## config.mk

```make
export PLATFORM = sky130hd
export DESIGN_NAME = wb_buffer_flat
export DESIGN_NICKNAME = d
export VERILOG_FILES = /design/src/rtl/wb_pkg.sv /design/src/rtl/wb_buffer_if.sv /design/src/rtl/wb_fifo.sv /design/src/rtl/wb_buffer.sv /design/src/flat_wrapper.sv
export SDC_FILE = /design/constraint.sdc
export NUM_CORES = 1
export LEC_CHECK = 0
export CORE_MARGIN = 5
export CORE_UTILIZATION = 45
export DETAILED_ROUTE_END_ITERATION = 8
export HOLD_SLACK_MARGIN = 0.05
export PLACE_DENSITY = 0.77
export SLEW_MARGIN = 20
export SYNTH_ARGS = -nofsm -noshare
export SYNTH_HDL_FRONTEND = slang
export SYNTH_SLANG_ARGS = --single-unit
```

## constraint.sdc

```tcl
create_clock -name clk -period 1.9 [get_ports clk]
set_input_delay 0.285 -clock clk [delete_from_list [all_inputs] [get_ports clk]]
set_output_delay 0.285 -clock clk [all_outputs]
set_load 0.005 [all_outputs]
```

## src/rtl/wb_pkg.sv

```systemverilog
// Shared definitions for the write-back buffer slice.
//   DATA_W_DEF / ADDR_W_DEF : default result and register-index widths
//   wb_entry_t              : one pending register-file write {addr, data}
//   cnt_w()                 : width needed to hold an occupancy of 0..depth
package wb_pkg;

  localparam int DATA_W_DEF = 32;
  localparam int ADDR_W_DEF = 5;

  typedef struct packed {
    logic [ADDR_W_DEF-1:0] addr;
    logic [DATA_W_DEF-1:0] data;
  } wb_entry_t;

  function automatic int cnt_w(input int depth);
    return $clog2(depth) + 1;
  endfunction

endpackage

```

## src/rtl/wb_buffer_if.sv

```systemverilog
// Bus bundle between the execute stage / decode bypass and the write-back buffer.
//   in_valid/in_ready/in_addr/in_data : result push handshake
//   wb_stall                          : register-file write port borrowed, hold drain
//   we2/wa3/wd3                       : register-file write port
//   ra1/ra2                           : decode read addresses for bypass lookup
//   byp1_hit/byp1_data, byp2_*        : bypass result per read port
// Modports: master = producer/consumer side, slave = the buffer.
interface wb_buffer_if
  import wb_pkg::*;
#(
  parameter int DATA_W = DATA_W_DEF,
  parameter int ADDR_W = ADDR_W_DEF
);

  logic              in_valid;
  logic              in_ready;
  logic [ADDR_W-1:0] in_addr;
  logic [DATA_W-1:0] in_data;
  logic              wb_stall;
  logic              we2;
  logic [ADDR_W-1:0] wa3;
  logic [DATA_W-1:0] wd3;
  logic [ADDR_W-1:0] ra1;
  logic [ADDR_W-1:0] ra2;
  logic              byp1_hit;
  logic              byp2_hit;
  logic [DATA_W-1:0] byp1_data;
  logic [DATA_W-1:0] byp2_data;

  modport master (
    output in_valid, in_addr, in_data, wb_stall, ra1, ra2,
    input  in_ready, we2, wa3, wd3, byp1_hit, byp2_hit, byp1_data, byp2_data
  );

  modport slave (
    input  in_valid, in_addr, in_data, wb_stall, ra1, ra2,
    output in_ready, we2, wa3, wd3, byp1_hit, byp2_hit, byp1_data, byp2_data
  );

endinterface

```

## src/rtl/wb_fifo.sv

```systemverilog
// Circular storage for pending register-file writes: entry arrays, read/write
// pointers and occupancy count. Storage is not reset; only control state is.
//   clk, rst           : clock, synchronous active-high reset
//   i_push, i_addr/data: store one entry at the write pointer
//   i_pop              : retire the entry at the read pointer
//   o_count            : occupancy 0..DEPTH
//   o_rd_ptr           : index of the oldest entry
//   o_head_addr/data   : oldest entry (combinational)
//   o_mem_addr/data    : raw storage view for bypass lookup
module wb_fifo
  import wb_pkg::*;
#(
  parameter int DATA_W = DATA_W_DEF,
  parameter int ADDR_W = ADDR_W_DEF,
  parameter int DEPTH  = 4
) (
  input  logic                               clk,
  input  logic                               rst,
  input  logic                               i_push,
  input  logic [ADDR_W-1:0]                  i_addr,
  input  logic [DATA_W-1:0]                  i_data,
  input  logic                               i_pop,
  output logic [$clog2(DEPTH):0]             o_count,
  output logic [$clog2(DEPTH)-1:0]           o_rd_ptr,
  output logic [ADDR_W-1:0]                  o_head_addr,
  output logic [DATA_W-1:0]                  o_head_data,
  output logic [DEPTH-1:0][ADDR_W-1:0]       o_mem_addr,
  output logic [DEPTH-1:0][DATA_W-1:0]       o_mem_data
);

  localparam int PTR_W = $clog2(DEPTH);
  localparam int CNT_W = PTR_W + 1;

  logic [ADDR_W-1:0] r_mem_addr [DEPTH];
  logic [DATA_W-1:0] r_mem_data [DEPTH];
  logic [PTR_W-1:0]  r_wr_ptr;
  logic [PTR_W-1:0]  r_rd_ptr;
  logic [CNT_W-1:0]  r_count;

  logic w_full;
  logic w_empty;
  logic w_do_push;
  logic w_do_pop;

  assign w_full    = (r_count == CNT_W'(DEPTH));
  assign w_empty   = (r_count == '0);
  // Local guards keep the count inside 0..DEPTH even if a caller misbehaves.
  assign w_do_push = i_push && !w_full;
  assign w_do_pop  = i_pop && !w_empty;

  // Control state: pointers wrap naturally because DEPTH is a power of two.
  always_ff @(posedge clk) begin
    if (rst) begin
      r_wr_ptr <= '0;
      r_rd_ptr <= '0;
      r_count  <= '0;
    end else begin
      if (w_do_push) r_wr_ptr <= r_wr_ptr + PTR_W'(1);
      if (w_do_pop)  r_rd_ptr <= r_rd_ptr + PTR_W'(1);
      case ({w_do_push, w_do_pop})
        2'b10:   r_count <= r_count + CNT_W'(1);
        2'b01:   r_count <= r_count - CNT_W'(1);
        default: r_count <= r_count;
      endcase
    end
  end

  // Entry storage: written only, never reset.
  always_ff @(posedge clk) begin
    if (w_do_push) begin
      r_mem_addr[r_wr_ptr] <= i_addr;
      r_mem_data[r_wr_ptr] <= i_data;
    end
  end

  assign o_count     = r_count;
  assign o_rd_ptr    = r_rd_ptr;
  assign o_head_addr = r_mem_addr[r_rd_ptr];
  assign o_head_data = r_mem_data[r_rd_ptr];

  for (genvar g = 0; g < DEPTH; g++) begin : g_view
    assign o_mem_addr[g] = r_mem_addr[g];
    assign o_mem_data[g] = r_mem_data[g];
  end

endmodule

```

## src/rtl/wb_buffer.sv

```systemverilog
// Write-back buffer: queues execute results and drains them into the register
// file write port whenever that port is free, with optional decode bypass.
//   clk, rst : clock, synchronous active-high reset
//   bus      : wb_buffer_if.slave (push handshake, RF write port, bypass)
// Parameters: DATA_W result width, ADDR_W register index width, DEPTH entries
// (power of two, >= 2).
// Build option: define WB_BUFFER_BYPASS_EN to build the bypass compare logic;
// otherwise byp*_hit / byp*_data are tied to 0.
module wb_buffer
  import wb_pkg::*;
#(
  parameter int DATA_W = DATA_W_DEF,
  parameter int ADDR_W = ADDR_W_DEF,
  parameter int DEPTH  = 4
) (
  input  logic         clk,
  input  logic         rst,
  wb_buffer_if.slave   bus
);

  localparam int PTR_W = $clog2(DEPTH);
  localparam int CNT_W = cnt_w(DEPTH);

  logic [CNT_W-1:0]              w_count;
  logic [PTR_W-1:0]              w_rd_ptr;
  logic [ADDR_W-1:0]             w_head_addr;
  logic [DATA_W-1:0]             w_head_data;
  logic [DEPTH-1:0][ADDR_W-1:0]  w_mem_addr;
  logic [DEPTH-1:0][DATA_W-1:0]  w_mem_data;
  logic                          w_ready;
  logic                          w_push;
  logic                          w_pop;

  // Readiness looks only at the current count, never at a same-cycle drain.
  assign w_ready = (w_count < CNT_W'(DEPTH));
  // Writes to x0 are handshaken normally but never stored.
  assign w_push  = bus.in_valid && w_ready && (bus.in_addr != '0);
  assign w_pop   = (w_count != '0) && !bus.wb_stall;

  wb_fifo #(
    .DATA_W (DATA_W),
    .ADDR_W (ADDR_W),
    .DEPTH  (DEPTH)
  ) u_fifo (
    .clk         (clk),
    .rst         (rst),
    .i_push      (w_push),
    .i_addr      (bus.in_addr),
    .i_data      (bus.in_data),
    .i_pop       (w_pop),
    .o_count     (w_count),
    .o_rd_ptr    (w_rd_ptr),
    .o_head_addr (w_head_addr),
    .o_head_data (w_head_data),
    .o_mem_addr  (w_mem_addr),
    .o_mem_data  (w_mem_data)
  );

  assign bus.in_ready = w_ready;
  assign bus.we2      = w_pop;
  assign bus.wa3      = w_head_addr;
  assign bus.wd3      = w_head_data;

`ifdef WB_BUFFER_BYPASS_EN
  logic              w_byp1_hit;
  logic              w_byp2_hit;
  logic [DATA_W-1:0] w_byp1_data;
  logic [DATA_W-1:0] w_byp2_data;
  logic [PTR_W-1:0]  w_idx;

  // Walk entries oldest to youngest so a later match overrides an earlier
  // one, leaving the youngest matching value. The head entry counts even in
  // the cycle it is being written; the incoming in_data is not visible.
  always_comb begin
    w_byp1_hit  = 1'b0;
    w_byp2_hit  = 1'b0;
    w_byp1_data = '0;
    w_byp2_data = '0;
    w_idx       = '0;
    for (int k = 0; k < DEPTH; k++) begin
      w_idx = w_rd_ptr + PTR_W'(k);
      if (CNT_W'(k) < w_count) begin
        if ((bus.ra1 != '0) && (w_mem_addr[w_idx] == bus.ra1)) begin
          w_byp1_hit  = 1'b1;
          w_byp1_data = w_mem_data[w_idx];
        end
        if ((bus.ra2 != '0) && (w_mem_addr[w_idx] == bus.ra2)) begin
          w_byp2_hit  = 1'b1;
          w_byp2_data = w_mem_data[w_idx];
        end
      end
    end
  end

  assign bus.byp1_hit  = w_byp1_hit;
  assign bus.byp2_hit  = w_byp2_hit;
  assign bus.byp1_data = w_byp1_data;
  assign bus.byp2_data = w_byp2_data;
`else
  logic w_unused;

  assign bus.byp1_hit  = 1'b0;
  assign bus.byp2_hit  = 1'b0;
  assign bus.byp1_data = '0;
  assign bus.byp2_data = '0;
  // Storage view and read addresses are only consumed by the bypass.
  assign w_unused = ^{bus.ra1, bus.ra2, w_rd_ptr, w_mem_addr, w_mem_data};
`endif

endmodule

```

## src/flat_wrapper.sv

```systemverilog
// flat-port wrapper written by rule: the top's interface ports become plain ports
module wb_buffer_flat import wb_pkg::*;
#(
  parameter int DATA_W = DATA_W_DEF,
  parameter int ADDR_W = ADDR_W_DEF,
  parameter int DEPTH  = 4
)
  (clk, rst, bus_in_valid, bus_in_addr, bus_in_data, bus_wb_stall, bus_ra1, bus_ra2, bus_in_ready, bus_we2, bus_wa3, bus_wd3, bus_byp1_hit, bus_byp2_hit, bus_byp1_data, bus_byp2_data);
  wb_buffer_if #(.DATA_W(DATA_W), .ADDR_W(ADDR_W)) bus_i ();
  input  logic clk;
  input  logic rst;
  input wire logic [$bits(bus_i.in_valid)-1:0] bus_in_valid;
  input wire logic [$bits(bus_i.in_addr)-1:0] bus_in_addr;
  input wire logic [$bits(bus_i.in_data)-1:0] bus_in_data;
  input wire logic [$bits(bus_i.wb_stall)-1:0] bus_wb_stall;
  input wire logic [$bits(bus_i.ra1)-1:0] bus_ra1;
  input wire logic [$bits(bus_i.ra2)-1:0] bus_ra2;
  output wire logic [$bits(bus_i.in_ready)-1:0] bus_in_ready;
  output wire logic [$bits(bus_i.we2)-1:0] bus_we2;
  output wire logic [$bits(bus_i.wa3)-1:0] bus_wa3;
  output wire logic [$bits(bus_i.wd3)-1:0] bus_wd3;
  output wire logic [$bits(bus_i.byp1_hit)-1:0] bus_byp1_hit;
  output wire logic [$bits(bus_i.byp2_hit)-1:0] bus_byp2_hit;
  output wire logic [$bits(bus_i.byp1_data)-1:0] bus_byp1_data;
  output wire logic [$bits(bus_i.byp2_data)-1:0] bus_byp2_data;
  assign bus_i.in_valid = bus_in_valid;
  assign bus_i.in_addr = bus_in_addr;
  assign bus_i.in_data = bus_in_data;
  assign bus_i.wb_stall = bus_wb_stall;
  assign bus_i.ra1 = bus_ra1;
  assign bus_i.ra2 = bus_ra2;
  assign bus_in_ready = bus_i.in_ready;
  assign bus_we2 = bus_i.we2;
  assign bus_wa3 = bus_i.wa3;
  assign bus_wd3 = bus_i.wd3;
  assign bus_byp1_hit = bus_i.byp1_hit;
  assign bus_byp2_hit = bus_i.byp2_hit;
  assign bus_byp1_data = bus_i.byp1_data;
  assign bus_byp2_data = bus_i.byp2_data;
  wb_buffer #(.DATA_W(DATA_W), .ADDR_W(ADDR_W), .DEPTH(DEPTH)) u_core (.clk(clk), .rst(rst), .bus(bus_i));
endmodule
```

-- Word level (Yosys, flattened, before mapping)
Memory sizes are Yosys's and may differ from the RTL's. A register that Yosys moved wholly into a read port is not among the register bits.
Index checks and enable logic that the tools add are counted.
- register bits: 7
- RAM bits: 148
- output and inout port bits: 105
- logic and storage cells: 32
- memories: 2
- memories (name ; depth ; bits a word ; read ports ; clocked after memory_dff ; wr ports ; RTL line ; source):
    u_core.u_fifo.r_mem_data ; 4 ; 32 ; 1 ; 1 ; 1 ; wb_fifo.sv:35 ; logic [DATA_W-1:0] r_mem_data [DEPTH];
    u_core.u_fifo.r_mem_addr ; 4 ; 5 ; 1 ; 1 ; 1 ; wb_fifo.sv:34 ; logic [ADDR_W-1:0] r_mem_addr [DEPTH];
- add/subtract/negate cells: 4
- order comparisons: 1
- eq/ne operators: 3
- muxes and demuxes: 7
- reduce and logical (&&, ||, !) cells: 12
- operator list (kind ; count):
    2-bit 2-to-1 mux ; 4
    3-bit one-hot mux with 2 select lines ; 1
    1-bit logical AND ; 5
    5-bit nonzero test ; 1
    2-bit by 1-bit adder with 2-bit output (second input constant) ; 2
    3-bit by 1-bit adder with 3-bit output (second input constant) ; 1
    3-bit equality test (second input constant) ; 1
    1-bit zero test ; 3
    3-bit zero test ; 1
    3-bit < comparator (second input constant) ; 1
    3-bit nonzero test ; 1
    3-bit by 1-bit subtractor with 3-bit output (second input constant) ; 1
    2-bit by 1-bit equality test with 1-bit output (second input constant) ; 1
    2-bit equality test (second input constant) ; 1
    1-bit 2-to-1 mux ; 2
    2-bit nonzero test ; 1

-- Longest topological paths before layout
- word-level depth: 6
- gate-level depth with buffers: 9
- depth with buffers taken out: 9

-- Modules after synthesis
A second synthesis with hierarchy kept.
- cell total of the unflattened synthesis: 315
- area, all modules: 6399.9 um^2
- modules (own cells, without submodules) (module ; instances ; cells each ; area an instance (um^2) ; sequential area each (um^2)):
    wb_fifo ; 1 ; 243 ; 5871.9 ; 4624.4
    wb_buffer ; 1 ; 72 ; 528.0 ; 0.0

-- Least setup slack after synthesis
No wires, ideal clock.
- kind: register -> register
- start point: register u_core.u_fifo.r_count[2], in the netlist u_core.u_fifo.o_count[2]
- end point: memory u_core.u_fifo.r_mem_addr[0][0] (netlist bit) (enable)
- setup time: 398 ps
- arrival: 1618 ps
- setup slack: -115 ps
- cell stages (with the launch flop): 4
- buffers on the path: 0
- clock period less this slack: 2015 ps
- cells stage by stage: dfxtp_1 nand2b_4 a21oi_1 and2_1
- longest elaborated chain between the ends: 6
- elaborated cells on any way between the ends: 8
- classes of those cells: order compare: 1; eq/ne: 1; mux: 2; reduce/logical: 4
- RTL lines (element ; RTL line ; source):
    from (decl) ; wb_fifo.sv:38 ; logic [CNT_W-1:0] r_count;
    from (signal assigned) ; wb_fifo.sv:61 ; 2'b10: r_count <= r_count + CNT_W'(1);
    from (signal assigned) ; wb_fifo.sv:62 ; 2'b01: r_count <= r_count - CNT_W'(1);
    from (signal assigned) ; wb_fifo.sv:63 ; default: r_count <= r_count;
    3-bit < comparator ; wb_buffer.sv:35 ; assign w_ready = (w_count < CNT_W'(DEPTH));
    1-bit logical AND (2 in a row) ; wb_buffer.sv:37 ; assign w_push = bus.in_valid && w_ready && (bus.in_addr != '0);
    1-bit logical AND (*) ; wb_fifo.sv:48 ; assign w_do_push = i_push && !w_full;
    1-bit 2-to-1 mux (*) ; wb_fifo.sv:70 ; if (w_do_push) begin
    1-bit 2-to-1 mux (implied by the code) (*) ; wb_fifo.sv:71 ; r_mem_addr[r_wr_ptr] <= i_addr;
    to (decl) ; wb_fifo.sv:34 ;
Every way passes the cells marked *; elsewhere a longest branch is shown, timed or not.

==> results summary <==
The flow ran to the end, but the final reports show violations. The final reports fail on setup timing. The max-slew violation count came out at 0. After synthesis, the netlist uses 28 different library cells.

Using the TritonRoute via totals, the vias-per-cell ratio works out to 4.77. Across all hold checks on the routed design, the worst slack comes to 0.292 ns. Yosys attributes the largest share of cell area to sky130_fd_sc_hd__edfxtp_1 (69%), sky130_fd_sc_hd__mux4_2 (11%), sky130_fd_sc_hd__buf_4 (7.7%). The global-route wire length before repair came out at 17100 µm. The height of the die came out at 129 µm. The cell-internal power is 7.57 mW.

The ratio of total power to cell area came out at 1250 nW/µm². The clock skew is 0.00440 ns. The synthesized design spends more area on one cell type than any other, namely sky130_fd_sc_hd__edfxtp_1.

The combined area of the multi-input logic cells came out at 1460 µm². The number of buffers created by CTS came out at 17. For this design, the CTS-stage hold fixing added 0 buffers. The setup check on the worst reg-to-reg path leaves a slack of 0.08 ns. The die is 129 µm wide.

The via count of the first global-routing pass came out at 3219. The area occupied by registers came out at 4630 µm². The share of the synthesized area in the top cell type came out at 0.693.

The summed negative setup slack over all endpoints came out at -3.67 ns. The worst hold path begins at bus_in_addr[4]. The post-synthesis instance total is 318. In this run the critical register-to-register path is launched from u_core.u_fifo.o_count[2]. The share of power burned in the clock network is 0.329. The starting density of the core came out at 0.461. Routability-driven placement finished with a final weighted congestion of 0.697. The worst voltage drop across the vdd grid is 650 µV.

The design area is 7990 µm². By instance count, the leading cell after synthesis is sky130_fd_sc_hd__edfxtp_1. The final critical-path share of the clock period came out at 1.08. The overall die area came out at 16700 µm².

The commonest cells after synthesis are sky130_fd_sc_hd__edfxtp_1 (148), sky130_fd_sc_hd__buf_4 (66), sky130_fd_sc_hd__mux4_2 (30). The endpoint identified for the worst register-to-register timing path is u_core.u_fifo.o_count[2]. The fraction of layout cells with a size suffix above 1 is 0.334. The number of routed nets with antenna violations came out at 0. The number of hold-slack violations in the final timing report came to 0. In this run the worst hold path is classified as input pin to flip-flop. The clock period minus worst slack came out at 2.05 ns.

The worst-case reg-to-reg path depth came out at 8. The max-capacitance violation count is 0. The number of antenna violations at the first check in global routing was 0. The flip-flop and latch count after synthesis is 157. The number of sinks on the clock net came out at 157. The top fanout value on the critical path came out at 6. The placeable core region came out at 13900 µm². The slack of the critical path is -0.154 ns. The sequential fraction of the synthesis area came out at 0.721. Setup violations remaining at the end of the flow were counted as 36. The clock root buffer is sky130_fd_sc_hd__clkbuf_16. The CTS clock-pin slew for the worst setup and hold paths is 0.06 ns. The number of iterations in the first detailed-routing pass is 5. The switching power summed over all nets came out at 2.39 mW. The critical path is of the flip-flop to output port type. The mapped cell area came out at 6420 µm². The count of boundary I/O pins came out at 156.

The average detailed-routed wire length per instance came out at 17.8 µm. The leftover overflow at the end of global routing is 0. The number of DRC markers in iteration 0 came out at 209.

The number of fillers in the final layout came out at 1011. Counting flops with an async set or reset pin after synthesis yields a share of 0. The number of nets in the finished design came out at 502. Across every metal layer, demand over resource in global routing totals 0.138. Of the total power, combinational logic draws 0.237. The data arrival time of the critical path came out at 1.77 ns.

The worst-skew pair later-pin latency came out at 0.41 ns. TritonCTS built the clock tree. Counting flops with a built-in enable in the synthesized netlist gives 148. The data required time at the worst endpoint came out at 1.62 ns. The static leakage power came out at 2.85 nW. The total wire length came out at 11300 µm. The diode insertion count for antenna repair is 0. The terminating pin of the worst hold path is u_core.u_fifo.r_mem_addr[1][4].

Setup repair after global routing could not meet its margin everywhere. Of the total power, the share spent switching nets is 0.240. The worst hold path passes through 2 cells. The maximum buffer depth of the clock tree came out at 2. The sort of element at the end of the critical path is an output port. The deepest level of the CTS H-tree came out at 4. The DRC violation count after routing came out at 0. The power share of the sequential group is 0.433. The number of port buffers is 79. The number of vias in the routed layout came out at 3044. The cell area after placement is 7460 µm². Power comes to 9.96 mW. The area growth from synthesis to final layout is 24.5%. The post-detailed-placement half-perimeter wirelength is 7380 µm. The upper clock frequency limit came out at 487 MHz. STA classifies the critical path startpoint as a flip-flop. For this run, the leading register cell type out of synthesis is sky130_fd_sc_hd__edfxtp_1. The synthesized area divided by synthesized cell count is 20.2 µm². The standard-cell row count came out at 43.

The number of synthesis warnings is 0. Before CTS, the worst setup slack after placement is -0.635 ns. The largest net degree at the start of global routing came out at 32.
flip-flops by register name, summed over array words and instances, names as in the netlist, named ones only:
| name | count |
|---|---|
| u_core.u_fifo.r_wr_ptr | 2 |
| u_core.u_fifo.o_count | 3 |
| u_core.u_fifo.r_mem_data | 128 |
| u_core.u_fifo.r_mem_addr | 20 |
| u_core.u_fifo.o_rd_ptr | 2 |
cells in the final DEF (no fill, tap or decap), types with 2 or more instances in the layout:
cell type and instances:
sky130_fd_sc_hd__a2111oi_0 2, sky130_fd_sc_hd__a21oi_1 3, sky130_fd_sc_hd__a311o_1 2, sky130_fd_sc_hd__and2_2 4, sky130_fd_sc_hd__and4_1 2, sky130_fd_sc_hd__buf_12 8
sky130_fd_sc_hd__buf_2 27, sky130_fd_sc_hd__buf_4 26, sky130_fd_sc_hd__buf_6 8, sky130_fd_sc_hd__bufinv_16 3, sky130_fd_sc_hd__clkbuf_16 17, sky130_fd_sc_hd__clkdlybuf4s50_1 36
sky130_fd_sc_hd__clkinv_1 3, sky130_fd_sc_hd__clkinv_2 6, sky130_fd_sc_hd__clkinvlp_4 3, sky130_fd_sc_hd__conb_1 66, sky130_fd_sc_hd__dfxtp_1 4, sky130_fd_sc_hd__dfxtp_2 4
sky130_fd_sc_hd__dlygate4sd2_1 11, sky130_fd_sc_hd__edfxtp_1 148, sky130_fd_sc_hd__ha_1 4, sky130_fd_sc_hd__inv_1 7, sky130_fd_sc_hd__inv_2 2, sky130_fd_sc_hd__mux4_1 4
sky130_fd_sc_hd__mux4_2 33, sky130_fd_sc_hd__nor2_1 4, sky130_fd_sc_hd__o21ai_0 2, sky130_fd_sc_hd__or3_1 2, sky130_fd_sc_hd__xor2_1 2
what timing repair did:
action | in CTS | in global routing
buffers inserted | 4 | 4
gates cloned | 0 | 0
resized for setup | 152 | 13
pin swaps | 3 | 7
endpoints found under the setup margin | 39 | 38
worst max path at each step:
stage                    from  slack (ns)  depth (start not counted)                  endpoint
2_1_floorplan  bus_in_addr[1]        0.02                          9  u_core.u_fifo.o_count[2]
5_1_grt             flip-flop       -0.23                          5               bus_wd3[21]
3_5_place_dp   bus_in_addr[0]       -0.64                         10  u_core.u_fifo.o_count[2]
6_report            flip-flop       -0.15                          5               bus_wd3[21]
4_1_cts             flip-flop       -0.20                          5               bus_wd3[21]
3_3_place_gp   bus_in_addr[1]       -0.54                         10  u_core.u_fifo.o_count[2]
power by group through the flow:
stage	Clock (mW)	Sequential, mW	Combinational, mW
2_1_floorplan	0	4.33	1.34
3_3_place_gp	0	4.35	2.53
3_5_place_dp	0	4.37	2.56
4_1_cts	3.34	4.32	2.33
5_1_grt	3.52	4.34	2.56
6_report	3.28	4.31	2.36
cells by family (layout without fill, tap and decap cells):
logic type                 Yosys count  count (layout)  synth area share
AOI/OAI and AO/OA                   11              11            0.0113
xor gates and xnor gates             2               2           0.00273
adders and majority gates            6               6            0.0129
buffers and inverters               84             159            0.0975
DFF                                157             157             0.721
muxes                               38              38             0.136
other                                1              66          0.000584
and+or+nand+nor                     19              19            0.0187
routing by layer:
| metal | global-route usage | part of all wire | up-vias |
|---|---|---|---|
| met5 | 0 | 0 | - |
| met4 | 0.0495 | 0.010 | 0 |
| met3 | 0.0482 | 0.073 | 10 |
| met2 | 0.232 | 0.52 | 124 |
| met1 | 0.167 | 0.40 | 1537 |
| li1 | - | - | 1373 |
metrics by stage:
| stage | cells | util |
|---|---|---|
| after floorplan | 383 | - |
| after global placement | 600 | 0.535 |
| after detailed placement | 600 | 0.535 |
| after CTS | 634 | 0.568 |
| after global routing | 638 | 0.574 |
| final | 638 | 0.574 |
critical path, stage by stage (launching register included):
cell and delay [ns]:
sky130_fd_sc_hd__dfxtp_4 0.36, sky130_fd_sc_hd__buf_12 0.13, sky130_fd_sc_hd__buf_12 0.11, sky130_fd_sc_hd__buf_8 0.11, sky130_fd_sc_hd__mux4_2 0.50, sky130_fd_sc_hd__buf_2 0.15
cell type report:
cell class                      instances  area share
Sequential cell                       157       0.580
Clock inverter                         15      0.0193
Clock buffer                           17      0.0532
Multi-Input combinational cell        142       0.182
Inverter                                9     0.00423
Tap cell                              180      0.0282
Timing Repair Buffer                  118       0.133
No activity file was read; power rests on OpenSTA's default activity.
